==> src/rtl/rot_pkg.sv <==
// Shared definitions for the rotated-sync aligner: FSM encodings and
// 8-bit rotate helpers used by the design and the bench model.
package rot_pkg;

    localparam logic [1:0] HUNT   = 2'd0;
    localparam logic [1:0] VERIFY = 2'd1;
    localparam logic [1:0] LOCKED = 2'd2;

    function automatic logic [7:0] rotl8(input logic [7:0] x, input logic [2:0] n);
        logic [7:0] r;
        r = x;
        for (int unsigned i = 0; i < 8; i++) begin
            if (i < n) r = {r[6:0], r[7]};
        end
        return r;
    endfunction

    function automatic logic [7:0] rotr8(input logic [7:0] x, input logic [2:0] n);
        logic [7:0] r;
        r = x;
        for (int unsigned i = 0; i < 8; i++) begin
            if (i < n) r = {r[0], r[7:1]};
        end
        return r;
    endfunction

    // True when every rotation of s is unique, so the HUNT search is unambiguous.
    function automatic logic sync_rots_distinct(input logic [7:0] s);
        logic ok;
        ok = 1'b1;
        for (int unsigned a = 0; a < 8; a++) begin
            for (int unsigned b = a + 1; b < 8; b++) begin
                if (rotl8(s, 3'(a)) == rotl8(s, 3'(b))) ok = 1'b0;
            end
        end
        return ok;
    endfunction

endpackage

==> src/rtl/rot_right8.sv <==
// Combinational 8-bit rotate-right by a 3-bit amount; amount 0 passes data through.
module rot_right8 (
    input  logic [7:0] data,
    input  logic [2:0] amt,
    output logic [7:0] result
);

    logic [15:0] dbl;

    always_comb begin
        dbl    = {data, data} >> amt;
        result = dbl[7:0];
    end

endmodule

==> src/rtl/rot_aligner.sv <==
// Hunts for a rotated sync byte, qualifies lock over several frames and
// de-rotates the payload stream by the captured rotation amount.
module rot_aligner
    import rot_pkg::*;
#(
    parameter logic [7:0]  SYNC      = 8'hA5,
    parameter int unsigned FRAME_LEN = 8,
    parameter int unsigned LOCK_CNT  = 2,
    parameter int unsigned MISS_CNT  = 2
) (
    input  logic       clk,
    input  logic       rst_n,
    input  logic [7:0] in_data,
    input  logic       in_valid,
    output logic [7:0] out_data,
    output logic       out_valid,
    output logic       out_sof,
    output logic       locked,
    output logic [2:0] rot_amt
);

    if (!sync_rots_distinct(SYNC)) begin : g_bad_sync
        $error("rot_aligner: rotations of SYNC are not all distinct");
    end
    if (FRAME_LEN < 2 || FRAME_LEN > 256) begin : g_bad_frame
        $error("rot_aligner: FRAME_LEN out of range");
    end
    if (LOCK_CNT < 1 || LOCK_CNT > 15 || MISS_CNT < 1 || MISS_CNT > 15) begin : g_bad_cnt
        $error("rot_aligner: LOCK_CNT/MISS_CNT out of range");
    end

    localparam logic [7:0] LAST_BEAT = 8'(FRAME_LEN - 1);
    localparam logic [3:0] LOCK_LIM  = 4'(LOCK_CNT);
    localparam logic [3:0] MISS_LIM  = 4'(MISS_CNT);

    logic [1:0] state;
    logic [7:0] beat_cnt;
    logic [3:0] good_cnt;
    logic [3:0] miss_cnt;
    logic [2:0] k;

    logic [7:0] hit;
    logic       any_hit;
    logic [2:0] hit_j;
    logic       match_k;
    logic [7:0] beat_nxt;
    logic       sync_slot;
    logic [7:0] derot;

    always_comb begin
        hit     = '0;
        any_hit = 1'b0;
        hit_j   = '0;
        for (int unsigned j = 0; j < 8; j++) begin
            hit[j] = (in_data == rotl8(SYNC, 3'(j)));
        end
        // Lowest matching rotation wins.
        for (int unsigned j = 0; j < 8; j++) begin
            if (hit[j] && !any_hit) begin
                any_hit = 1'b1;
                hit_j   = 3'(j);
            end
        end
        match_k   = hit[k];
        sync_slot = (beat_cnt == '0);
        beat_nxt  = (beat_cnt == LAST_BEAT) ? '0 : beat_cnt + 8'd1;
    end

    rot_right8 u_derot (
        .data   (in_data),
        .amt    (k),
        .result (derot)
    );

    always_ff @(posedge clk or negedge rst_n) begin
        if (!rst_n) begin
            state     <= HUNT;
            beat_cnt  <= '0;
            good_cnt  <= '0;
            miss_cnt  <= '0;
            k         <= '0;
            out_data  <= '0;
            out_valid <= 1'b0;
            out_sof   <= 1'b0;
        end else begin
            out_valid <= 1'b0;
            out_sof   <= 1'b0;
            if (in_valid) begin
                case (state)
                    HUNT: begin
                        if (any_hit) begin
                            k        <= hit_j;
                            beat_cnt <= 8'd1;
                            good_cnt <= 4'd1;
                            miss_cnt <= '0;
                            state    <= (LOCK_LIM == 4'd1) ? LOCKED : VERIFY;
                        end
                    end
                    VERIFY: begin
                        beat_cnt <= beat_nxt;
                        if (sync_slot) begin
                            if (match_k) begin
                                good_cnt <= good_cnt + 4'd1;
                                if (good_cnt + 4'd1 == LOCK_LIM) begin
                                    state    <= LOCKED;
                                    miss_cnt <= '0;
                                end
                            end else begin
                                state    <= HUNT;
                                beat_cnt <= '0;
                            end
                        end
                    end
                    LOCKED: begin
                        beat_cnt <= beat_nxt;
                        if (sync_slot) begin
                            if (match_k) begin
                                miss_cnt <= '0;
                            end else if (miss_cnt + 4'd1 == MISS_LIM) begin
                                state    <= HUNT;
                                beat_cnt <= '0;
                                miss_cnt <= '0;
                            end else begin
                                miss_cnt <= miss_cnt + 4'd1;
                            end
                        end else begin
                            out_data  <= derot;
                            out_valid <= 1'b1;
                            out_sof   <= (beat_cnt == 8'd1);
                        end
                    end
                    default: state <= HUNT;
                endcase
            end
        end
    end

    assign locked  = (state == LOCKED);
    assign rot_amt = k;

endmodule

==> config.mk <==
export PLATFORM = sky130hd
export DESIGN_NAME = rot_aligner
export DESIGN_NICKNAME = d
export VERILOG_FILES = /design/src/rtl/rot_pkg.sv /design/src/rtl/rot_right8.sv /design/src/rtl/rot_aligner.sv
export SDC_FILE = /design/constraint.sdc
export NUM_CORES = 1
export LEC_CHECK = 0
export CAP_MARGIN = 20
export CORE_ASPECT_RATIO = 0.7
export CORE_MARGIN = 2
export CORE_UTILIZATION = 30
export CTS_BUF_LIST = sky130_fd_sc_hd__clkbuf_4 sky130_fd_sc_hd__clkbuf_8
export DETAILED_ROUTE_END_ITERATION = 8
export GPL_TIMING_DRIVEN = 0
export MAX_ROUTING_LAYER = met4
export PLACE_DENSITY = 0.47
export SLEW_MARGIN = 5
export SYNTH_ARGS = -nofsm -noshare
export SYNTH_HDL_FRONTEND = slang
export SYNTH_HIERARCHICAL = 1
export SYNTH_SLANG_ARGS = --single-unit
==> constraint.sdc <==
create_clock -name clk -period 2.95 [get_ports clk]
set_input_delay 0.59 -clock clk [delete_from_list [all_inputs] [get_ports clk]]
set_output_delay 0.59 -clock clk [all_outputs]
set_load 0.05 [all_outputs]
### Word-level counts from Yosys, hierarchy flattened

Index checks and enable logic that the tools add are counted.

* output and inout bits: 14
* word-level logic and storage cells: 111
* flip-flop bits (word level): 31
* input port bits: 11

* shifts and indexed selects: 1
* equality and inequality tests: 22
* muxes and demuxes: 51
* add/sub/neg operators: 3
* bitwise logic cells: 1
* magnitude comparators: 1
* reductions and logical operators: 24

Operators with widths (number)
* two-way mux 8 bit: 7
* two-way mux 4 bit: 10
* == test 8 bit, second input constant: 4
* == test 8 x 7 -> 1 bit, second input constant: 3
* one-hot mux 8 bit (3 select lines): 1
* two-way mux 3 bit: 6
* two-way mux 1 bit: 16
* >> shifter 16 x 3 -> 8 bit: 1
* two-way mux 2 bit: 7
* AND reduction 7 bit: 2
* one-hot mux 4 bit (3 select lines): 1
* != test 2 bit, second input constant: 5
* AND reduction 3 bit: 3
* adder 4 x 1 -> 4 bit, second input constant: 2
* adder 8 x 1 -> 8 bit, second input constant: 1
* == test 4 x 2 -> 1 bit, second input constant: 2
* == test 8 x 1 -> 1 bit, second input constant: 1
* == test 8 x 3 -> 1 bit, second input constant: 1
* == test 8 x 6 -> 1 bit, second input constant: 1
* zero test 8 bit: 1
* one-hot mux 4 bit (2 select lines): 1
* logical AND 1 bit: 7
* zero test 1 bit: 7
* one-hot mux 2 bit (3 select lines): 1
* other kinds (11): 12

### Logic depth before layout (Yosys ltp)

Gate-level depths: netlist of run 1.

* word-level depth: 25
* depth in mapped cells: 10
* depth with buffers taken out: 8

### By module

Netlist of run 1, hierarchy kept.

Modules (own cells, without submodules)
* rot_aligner: cells each 228, area each 2155.8 um^2, instances 1, sequential area each 775.7 um^2
* rot_right8: cells each 19, area each 326.6 um^2, instances 1, sequential area each 0.0 um^2

### Worst setup path after synthesis of run 1

No wires, ideal clock.

* path type: in2reg
* start point: input in_data[5]
* end point: register good_cnt[0]
* buffers on the path: 1
* setup time: 128 ps
* stages on the path: 7
* data required time: 2822 ps
* setup slack: 567 ps
* arrival: 2255 ps
* path through: and4bb_1 -> buf_6 -> mux2_2 -> a2111o_1 -> o311a_2 -> o21ai_4 -> mux2_1

* word-level cells in the longest chain between the ends: 25
* elaborated cells on any way between the ends: 35
* classes of those cells: 10 x eq/ne; 10 x mux; 15 x reduce/logical

RTL lines
* from (decl): RTL line rot_aligner.sv:13 `input logic [7:0] in_data,`
* == test 8 bit: RTL line rot_aligner.sv:55 `hit[j] = (in_data == rotl8(SYNC, 3'(j)));`
* two-way mux 1 bit: RTL line rot_aligner.sv:59 `if (hit[j] && !any_hit) begin`
* zero test 1 bit: RTL line rot_aligner.sv:59
* logical AND 1 bit: RTL line rot_aligner.sv:59
* two-way mux 1 bit: RTL line rot_aligner.sv:59
* zero test 1 bit: RTL line rot_aligner.sv:59
* logical AND 1 bit: RTL line rot_aligner.sv:59
* two-way mux 1 bit: RTL line rot_aligner.sv:59
* (+9 left out)
* zero test 1 bit: RTL line rot_aligner.sv:59
* logical AND 1 bit: RTL line rot_aligner.sv:59
* two-way mux 1 bit: RTL line rot_aligner.sv:59
* zero test 1 bit: RTL line rot_aligner.sv:59
* logical AND 1 bit: RTL line rot_aligner.sv:59
* two-way mux 1 bit: RTL line rot_aligner.sv:59
* != test 2 bit (no line)
* AND reduction 5 bit (no line) (*)
* to (signal assigned): RTL line rot_aligner.sv:103 `good_cnt <= good_cnt + 4'd1;`
* to (decl): RTL line rot_aligner.sv:38 `logic [3:0] good_cnt;`

Mark *: on every way between the ends. The rest lies on a longest branch, timed or not. The select of a mux whose other input is x is not followed.
A chain may end at the register's enable or synchronous reset.

### Worst setup path in the final report of run 1

* start point: input in_data[1]
* end point: register good_cnt[0]

Same word-level chain as after synthesis.

==> summary.md, run 1 <==
| Metric | Value |
|---|---|
| Outcome | complete, no violations |
| Vias in the first global route | 1889 |
| Slew at the pin with the worst max-slew slack | 0.7424 ns |
| Commonest non-fill, non-tap cells in the layout | 42 x nand2_1, 31 x dfrtp_1, 20 x clkdlybuf4s50_1 |
| Post-route ant nets | 0 |
| Post-DR wirelength/cell | 14.96 um |
| # nets final | 302 |
| Total CTS buffers | 5 |
| Via density | 5.136 |
| Ant. Diodes | 0 |
| Die Area | 9030 um2 |
| Slew Limit Fails | 0 |
| Largest family of logic cells by synthesized area | simple AND/OR/NAND/NOR gates |
| Number of synthesized flops with an enable pin | 0 |
| Initial antenna violation count | 0 |
| GP Congestion | 0.8066 |
| Crit path cell chain | clkdlybuf4s50_1 -> and4bb_2 -> mux2_2 -> a2111o_1 -> o311a_2 -> o21ai_4 -> mux2_1 |
| Crit end category | register |
| CP max stage cell | clkdlybuf4s50_1 |
| Routed WL | 5699 um |
| Worst path top cell family by delay | compound AO/OA/AOI/OAI gates |
| Clk pin slew, worst setup/hold paths | 0.07 ns |
| Pre-antenna DRT Iters | 4 |
| Kind of critical path | in -> reg |
| Sequential share of the synthesized area | 31.25% |
| Final setup vio count | 0 |
| Setup WS pre-CTS | -0.2185 ns |
| First-pass GRT wire length | 9722 um |
| Max clock buf depth | 2 |
| DP Cell Count | 372 |
| Period Utilization, post-route | 95.90% |
| Max-cap violations | 0 |
| Slew HR | 50.51% |
| Post-Synth Simple-Gate Area | 24.09% |
| Final hold violation count | 0 |
| Multiplexer area fraction after synthesis | 15.52% |
| Adder-Cell Fraction of Synth Area | 5.544% |
| Async S/R FF share, synth | 100.0% |
| Syn nets | 269 |
| DPL Wire Length | 4198 um |
| Synth cell types | 69 |
| Share of cells above drive strength 1 | 17.50% |
| Synthesized area | 2482 um2 |
| DRC | 0 |
| Post-Synth XOR/XNOR Area | 1.058% |
| Initial core utilization | 31.27% |
| Global route total overflow | 0 |
| Die Ht | 80.11 um |
| Avg Cell Area, Syn | 10.05 um2 |
| Chip width | 112.7 um |
| Most used DFF post-synth | dfrtp_1 |
| Vias | 1957 |
| Ys Warns | 6 |
| Fin util | 37.29% |
| H-tree depth | 2 |
| Final Skew | 0.01083 ns |
| Worst-skew pair later-pin latency | 0.29 ns |
| Leakage | 1.261 nW |
| Peak supply drop | 335.2 uV |
| WP data required | 3.11 ns |
| Crit path time final | 2.829 ns |
| Tot GR Track Use | 13.88% |
| Setup WS post-layout | 0.1210 ns |
| Critical path arrival | 2.99 ns |
| Tot Pwr | 2.512 mW |
| Initial DRC Count | 77 |
| Achievable Freq | 353.5 MHz |
| Largest net degree at the start of global routing | 32 |
| Row count | 27 |
| Commonest non-fill, non-tap cell in the layout | nand2_1 |
| Non-Filler Instances | 381 |
| TritonCTS clock tree | built |
| Peak per-stage delay on the critical path | 0.60 ns |
| Cells after Synth | 247 |
| Cts hold-fix bufs | 0 |
| Compound-Gate Fraction of Synth Area | 18.09% |
| Root buffer cell | clkbuf_8 |
| Crit Path Max Fanout | 8 |
| Core area | 7939 um2 |
| Io pins | 25 |
| Port Buffers | 24 |
| Crit start category | input pin |
| Seq cells post-synth | 31 |
| Worst path bufs/invs | 1 |
| Syn-to-layout area delta | 19.25% |
| Hold Path Class | in -> async |
| TNS Setup | 0 ns |
| Clk sinks | 31 |
| RSZ-0062 raised after global routing | false |
| Pwr Density | 848.5 nW/um2 |
## area by class of cell
type / count / area (um2)
buffer: 8 / 61.31
tap: 101 / 126.4
sequential: 31 / 775.7
fill: 793 / 4979
clock buffer: 6 / 82.58
multi-input combinational: 195 / 1603
clock inverter: 1 / 5.005
inverter: 13 / 48.80
timing repair buffer: 26 / 257.7
## report_power, final
group          total [mW]  switching [mW]  internal (mW)
Combinational        1.48           0.892          0.592
Sequential          0.679           0.131          0.548
Clock               0.349           0.166          0.183
## synth_stat cells, types with 3 or more instances
| cell type | n | area, um2 |
|---|---|---|
| inv_1 | 11 | 41.29 |
| mux4_1 | 8 | 210.2 |
| and4bb_2 | 3 | 37.54 |
| and3_1 | 4 | 25.02 |
| o21ai_0 | 7 | 35.03 |
| nand2b_1 | 3 | 18.77 |
| a22o_1 | 5 | 43.79 |
| nor3_1 | 8 | 40.04 |
| nand4bb_1 | 3 | 33.78 |
| a32o_1 | 3 | 30.03 |
| nor2b_1 | 6 | 37.54 |
| buf_6 | 3 | 33.78 |
| dfrtp_1 | 31 | 775.7 |
| mux2_2 | 10 | 112.6 |
| nor2_1 | 13 | 48.80 |
| nand3_1 | 6 | 30.03 |
| a21oi_1 | 6 | 30.03 |
| o41ai_1 | 5 | 43.79 |
| nand2_1 | 42 | 157.7 |
| ha_1 | 11 | 137.6 |
## flip-flops by register name, summed over array words and instances (netlist names)
name / flops
beat_cnt: 8
good_cnt: 4
miss_cnt: 4
out_data: 8
out_sof: 1
out_valid: 1
rot_amt: 3
state: 2
## final timing paths
| check | start | to | slack, ns | depth (start not counted) |
|---|---|---|---|---|
| hold reg to reg | out_data[4]$_DFFE_PN0P_ | out_data[4]$_DFFE_PN0P_ | 0.47 | 2 |
| min in group clk | out_data[4]$_DFFE_PN0P_ | out_data[4]$_DFFE_PN0P_ | 0.47 | 2 |
| max in group asynchronous | rst_n | beat_cnt[3]$_DFFE_PN0P_ | 2.10 | 1 |
| hold / removal | rst_n | out_data[3]$_DFFE_PN0P_ | 0.37 | 1 |
| setup reg to reg | beat_cnt[3]$_DFFE_PN0P_ | state[0]$_DFFE_PN0P_ | 0.45 | 9 |
| setup / recovery | in_data[1] | good_cnt[0]$_DFFE_PN0P_ | 0.12 | 7 |
## cell families (layout without fill, tap and decap cells)
group | Yosys count | count (layout)
adder cells (fa/ha/maj) | 11 | 11
flip-flops | 31 | 31
AND/OR/NAND/NOR | 107 | 107
AO/OA/AOI/OAI | 51 | 51
XOR/XNOR | 3 | 3
buffers and inverters | 21 | 54
multiplexers | 23 | 23
## routing by layer
metal  vias up  GRT usage, %  wire (um)
li1       1004             -          -
met4         0         3.659         44
met3         4         2.717        158
met1       928         21.52       3386
met2        21         17.96       2110
met5         -             -          0
## stage by stage
stage               hold WS [ns]  instance area, um2
global route              0.4397                2960
floorplan                 0.2944                2482
global placement          0.4569                2849
CTS                       0.3952                2932
finish                    0.3690                2960
detailed placement        0.4623                2844
## what timing repair did
action,4_1_cts,5_1_grt
gates resized for setup,0,5
buffers inserted,0,2
endpoints found under the setup margin,0,5
Power figures use the tool's default switching activity.
==> run 2, diff against run 1 <==
--- a/config.mk
+++ b/config.mk
@@ -11,9 +11,7 @@
 export CORE_UTILIZATION = 30
 export CTS_BUF_LIST = sky130_fd_sc_hd__clkbuf_4 sky130_fd_sc_hd__clkbuf_8
 export DETAILED_ROUTE_END_ITERATION = 8
-export GPL_TIMING_DRIVEN = 0
 export MAX_ROUTING_LAYER = met4
-export PLACE_DENSITY = 0.47
 export SLEW_MARGIN = 5
 export SYNTH_ARGS = -nofsm -noshare
 export SYNTH_HDL_FRONTEND = slang
==> summary.md, run 2 (same netlist as run 1, synthesis figures left out) <==
| Metric | Value |
|---|---|
| Root buffer cell | clkbuf_8 (unchanged) |
| Placed Area | 2943 um2 (was 2844 um2) |
| Global route total overflow | 0 (unchanged) |
| Crit path time final | 2.729 ns (was 2.829 ns) |
| Vias in the first global route | 1998 (was 1889) |
| Final Cell Area | 3049 um2 (was 2960 um2) |
| TritonCTS clock tree | built (unchanged) |
| Hold Path Class | reg -> reg (was in -> async) |
| Via density | 5.274 (was 5.136) |
| Outcome | complete, no violations (unchanged) |
| Slew HR | 62.31% (was 50.51%) |
| Chip width | 112.7 um (unchanged) |
| Pre-antenna DRT Iters | 4 (unchanged) |
| First-pass GRT wire length | 10070 um (was 9722 um) |
| Io pins | 25 (unchanged) |
| # nets final | 311 (was 302) |
| Commonest non-fill, non-tap cells in the layout | 42 x nand2_1, 31 x dfrtp_1, 24 x clkdlybuf4s50_1 (was 42 x nand2_1, 31 x dfrtp_1, 20 x clkdlybuf4s50_1) |
| Initial antenna violation count | 0 (unchanged) |
| Post-route ant nets | 0 (unchanged) |
| Slew Limit Fails | 0 (unchanged) |
| Number of fill cells | 779 (was 793) |
| WP data required | 3.13 ns (was 3.11 ns) |
| Row count | 27 (unchanged) |
| Postcts setup bufs | 0 (unchanged) |
| Final Skew | 0.008791 ns (was 0.01083 ns) |
| Peak supply drop | 439.1 uV (was 335.2 uV) |
| Achievable Freq | 366.5 MHz (was 353.5 MHz) |
| Core area | 7939 um2 (unchanged) |
| Clk sinks | 31 (unchanged) |
| Worst-skew pair later-pin latency | 0.29 ns (about the same) |
| Crit Path Max Fanout | 11 (was 8) |
| Leakage | 1.296 nW (was 1.261 nW) |
| Crit end category | register (unchanged) |
| Post-DR wirelength/cell | 14.48 um (was 14.96 um) |
| Final setup vio count | 0 (unchanged) |
| DRC | 0 (unchanged) |
| Number of gates resized after cts | 0 (unchanged) |
| Routed WL | 5646 um (was 5699 um) |
| Die Area | 9030 um2 (unchanged) |
| RSZ-0062 raised after global routing | false (unchanged) |
| Slew at the pin with the worst max-slew slack | 0.5595 ns (was 0.7424 ns) |
| Kind of critical path | reg -> reg (was in -> reg) |
| Largest regs | beat_cnt: 8 flops, out_data: 8 flops (unchanged) |
| Non-Filler Instances | 390 (was 381) |
| Ant. Diodes | 0 (unchanged) |
| Share of cells above drive strength 1 | 20.07% (was 17.50%) |
| Total CTS buffers | 5 (unchanged) |
| Cts hold-fix bufs | 0 (unchanged) |
| TNS Setup | 0 ns (unchanged) |
| Clk pin slew, worst setup/hold paths | 0.07 ns (about the same) |
| Hold_ws | 0.4817 ns (was 0.3690 ns) |
| GP Congestion | 0.8737 (was 0.8066) |
| Vias | 2057 (was 1957) |
| Period Utilization, post-route | 92.49% (was 95.90%) |
| Tot GR Track Use | 14.28% (was 13.88%) |
| DP Cell Count | 383 (was 372) |
| Initial core utilization | 31.27% (unchanged) |
| Final hold violation count | 0 (unchanged) |
| Critical path arrival | 2.91 ns (was 2.99 ns) |
| Die Ht | 80.11 um (unchanged) |
| Syn-to-layout area delta | 22.83% (was 19.25%) |
| Initial DRC Count | 129 (was 77) |
| Crit start category | register (was input pin) |
| Max-cap violations | 0 (unchanged) |
| Pwr Density | 844.1 nW/um2 (was 848.5 nW/um2) |
| Port Buffers | 24 (unchanged) |
| Commonest non-fill, non-tap cell in the layout | nand2_1 (unchanged) |
| H-tree depth | 2 (unchanged) |
| DPL Wire Length | 4322 um (was 4198 um) |
| Largest net degree at the start of global routing | 32 (unchanged) |
| Max clock buf depth | 2 (unchanged) |
run 2: cell count changes in the layout (fill, tap and decap cells not counted), moves of 2 or more:
| cell | before | now |
|---|---|---|
| buf_4 | 4 | 18 |
| buf_2 | 2 | 0 |
| dlymetal6s2s_1 | 3 | 0 |
| buf_6 | 3 | 0 |
| clkdlybuf4s50_1 | 20 | 24 |
run 2: metrics by stage:
stage | worst slack, ns | util [%] | total power [mW]
6_report | 0.2214 | 38.41 | 2.574
5_1_grt | 0.006260 | 38.41 | 2.769
4_1_cts | 0.2154 | 38.41 | 2.587
3_5_place_dp | -0.01445 | 37.07 | 2.151
3_3_place_gp | 0.02932 | 37.07 | 2.138
2_1_floorplan | 0.5671 | - | 1.749
run 2: power by group:
group | total [mW] | switching [mW] | leakage (nW) | internal [mW]
registers | 0.707 | 0.160 | 0.401 | 0.547
logic | 1.44 | 0.850 | 0.841 | 0.595
clock network | 0.422 | 0.165 | 0.0547 | 0.257
total | 2.57 | 1.17 | 1.30 | 1.40
run 2: cell type report:
type	instances	area [um2]	area share, %
timing repair buffer	43	395.4	12.97
sequential	31	775.7	25.44
tap	101	126.4	4.144
clock buffer	6	76.32	2.503
inverter	13	48.80	1.600
clock inverter	1	30.03	0.9848
multi-input combinational	195	1597	52.36
run 2: critical path: stages, from the launching register on:
cell	delay (ns)
dfrtp_1	0.42
nor4_1	0.52
nand4bb_1	0.40
a211oi_2	0.33
a22oi_4	0.13
nor2b_2	0.39
o211ai_2	0.13
mux2_4	0.30
run 2: final timing paths:
check | from | to | slack (ns) | cells past startpoint
setup / recovery | beat_cnt[3]$_DFFE_PN0P_ | state[0]$_DFFE_PN0P_ | 0.22 | 7
hold / removal | out_data[7]$_DFFE_PN0P_ | out_data[7]$_DFFE_PN0P_ | 0.48 | 2
setup reg to reg | beat_cnt[3]$_DFFE_PN0P_ | state[0]$_DFFE_PN0P_ | 0.22 | 7
hold reg to reg | out_data[7]$_DFFE_PN0P_ | out_data[7]$_DFFE_PN0P_ | 0.48 | 2
max in group asynchronous | rst_n | miss_cnt[2]$_DFFE_PN0P_ | 1.94 | 2
min in group asynchronous | rst_n | out_data[6]$_DFFE_PN0P_ | 0.69 | 2
run 2: layer usage:
| layer | global-route usage (%) | vias to the layer above | routed length, um |
|---|---|---|---|
| li1 | - | 1014 | - |
| met1 | 21.02 | 984 | 2974 |
| met2 | 19.82 | 55 | 2282 |
| met3 | 3.472 | 4 | 371 |
| met4 | 2.805 | 0 | 18 |
| met5 | - | - | 0 |
==> run 3, diff against run 2 <==
--- a/config.mk
+++ b/config.mk
@@ -10,6 +10,7 @@
 export CORE_MARGIN = 2
 export CORE_UTILIZATION = 30
 export CTS_BUF_LIST = sky130_fd_sc_hd__clkbuf_4 sky130_fd_sc_hd__clkbuf_8
+export CTS_CLUSTER_SIZE = 30
 export DETAILED_ROUTE_END_ITERATION = 8
 export MAX_ROUTING_LAYER = met4
 export SLEW_MARGIN = 5
==> results of run 3 <==
The final DEF is identical to that of run 2; final timing and power are the same.
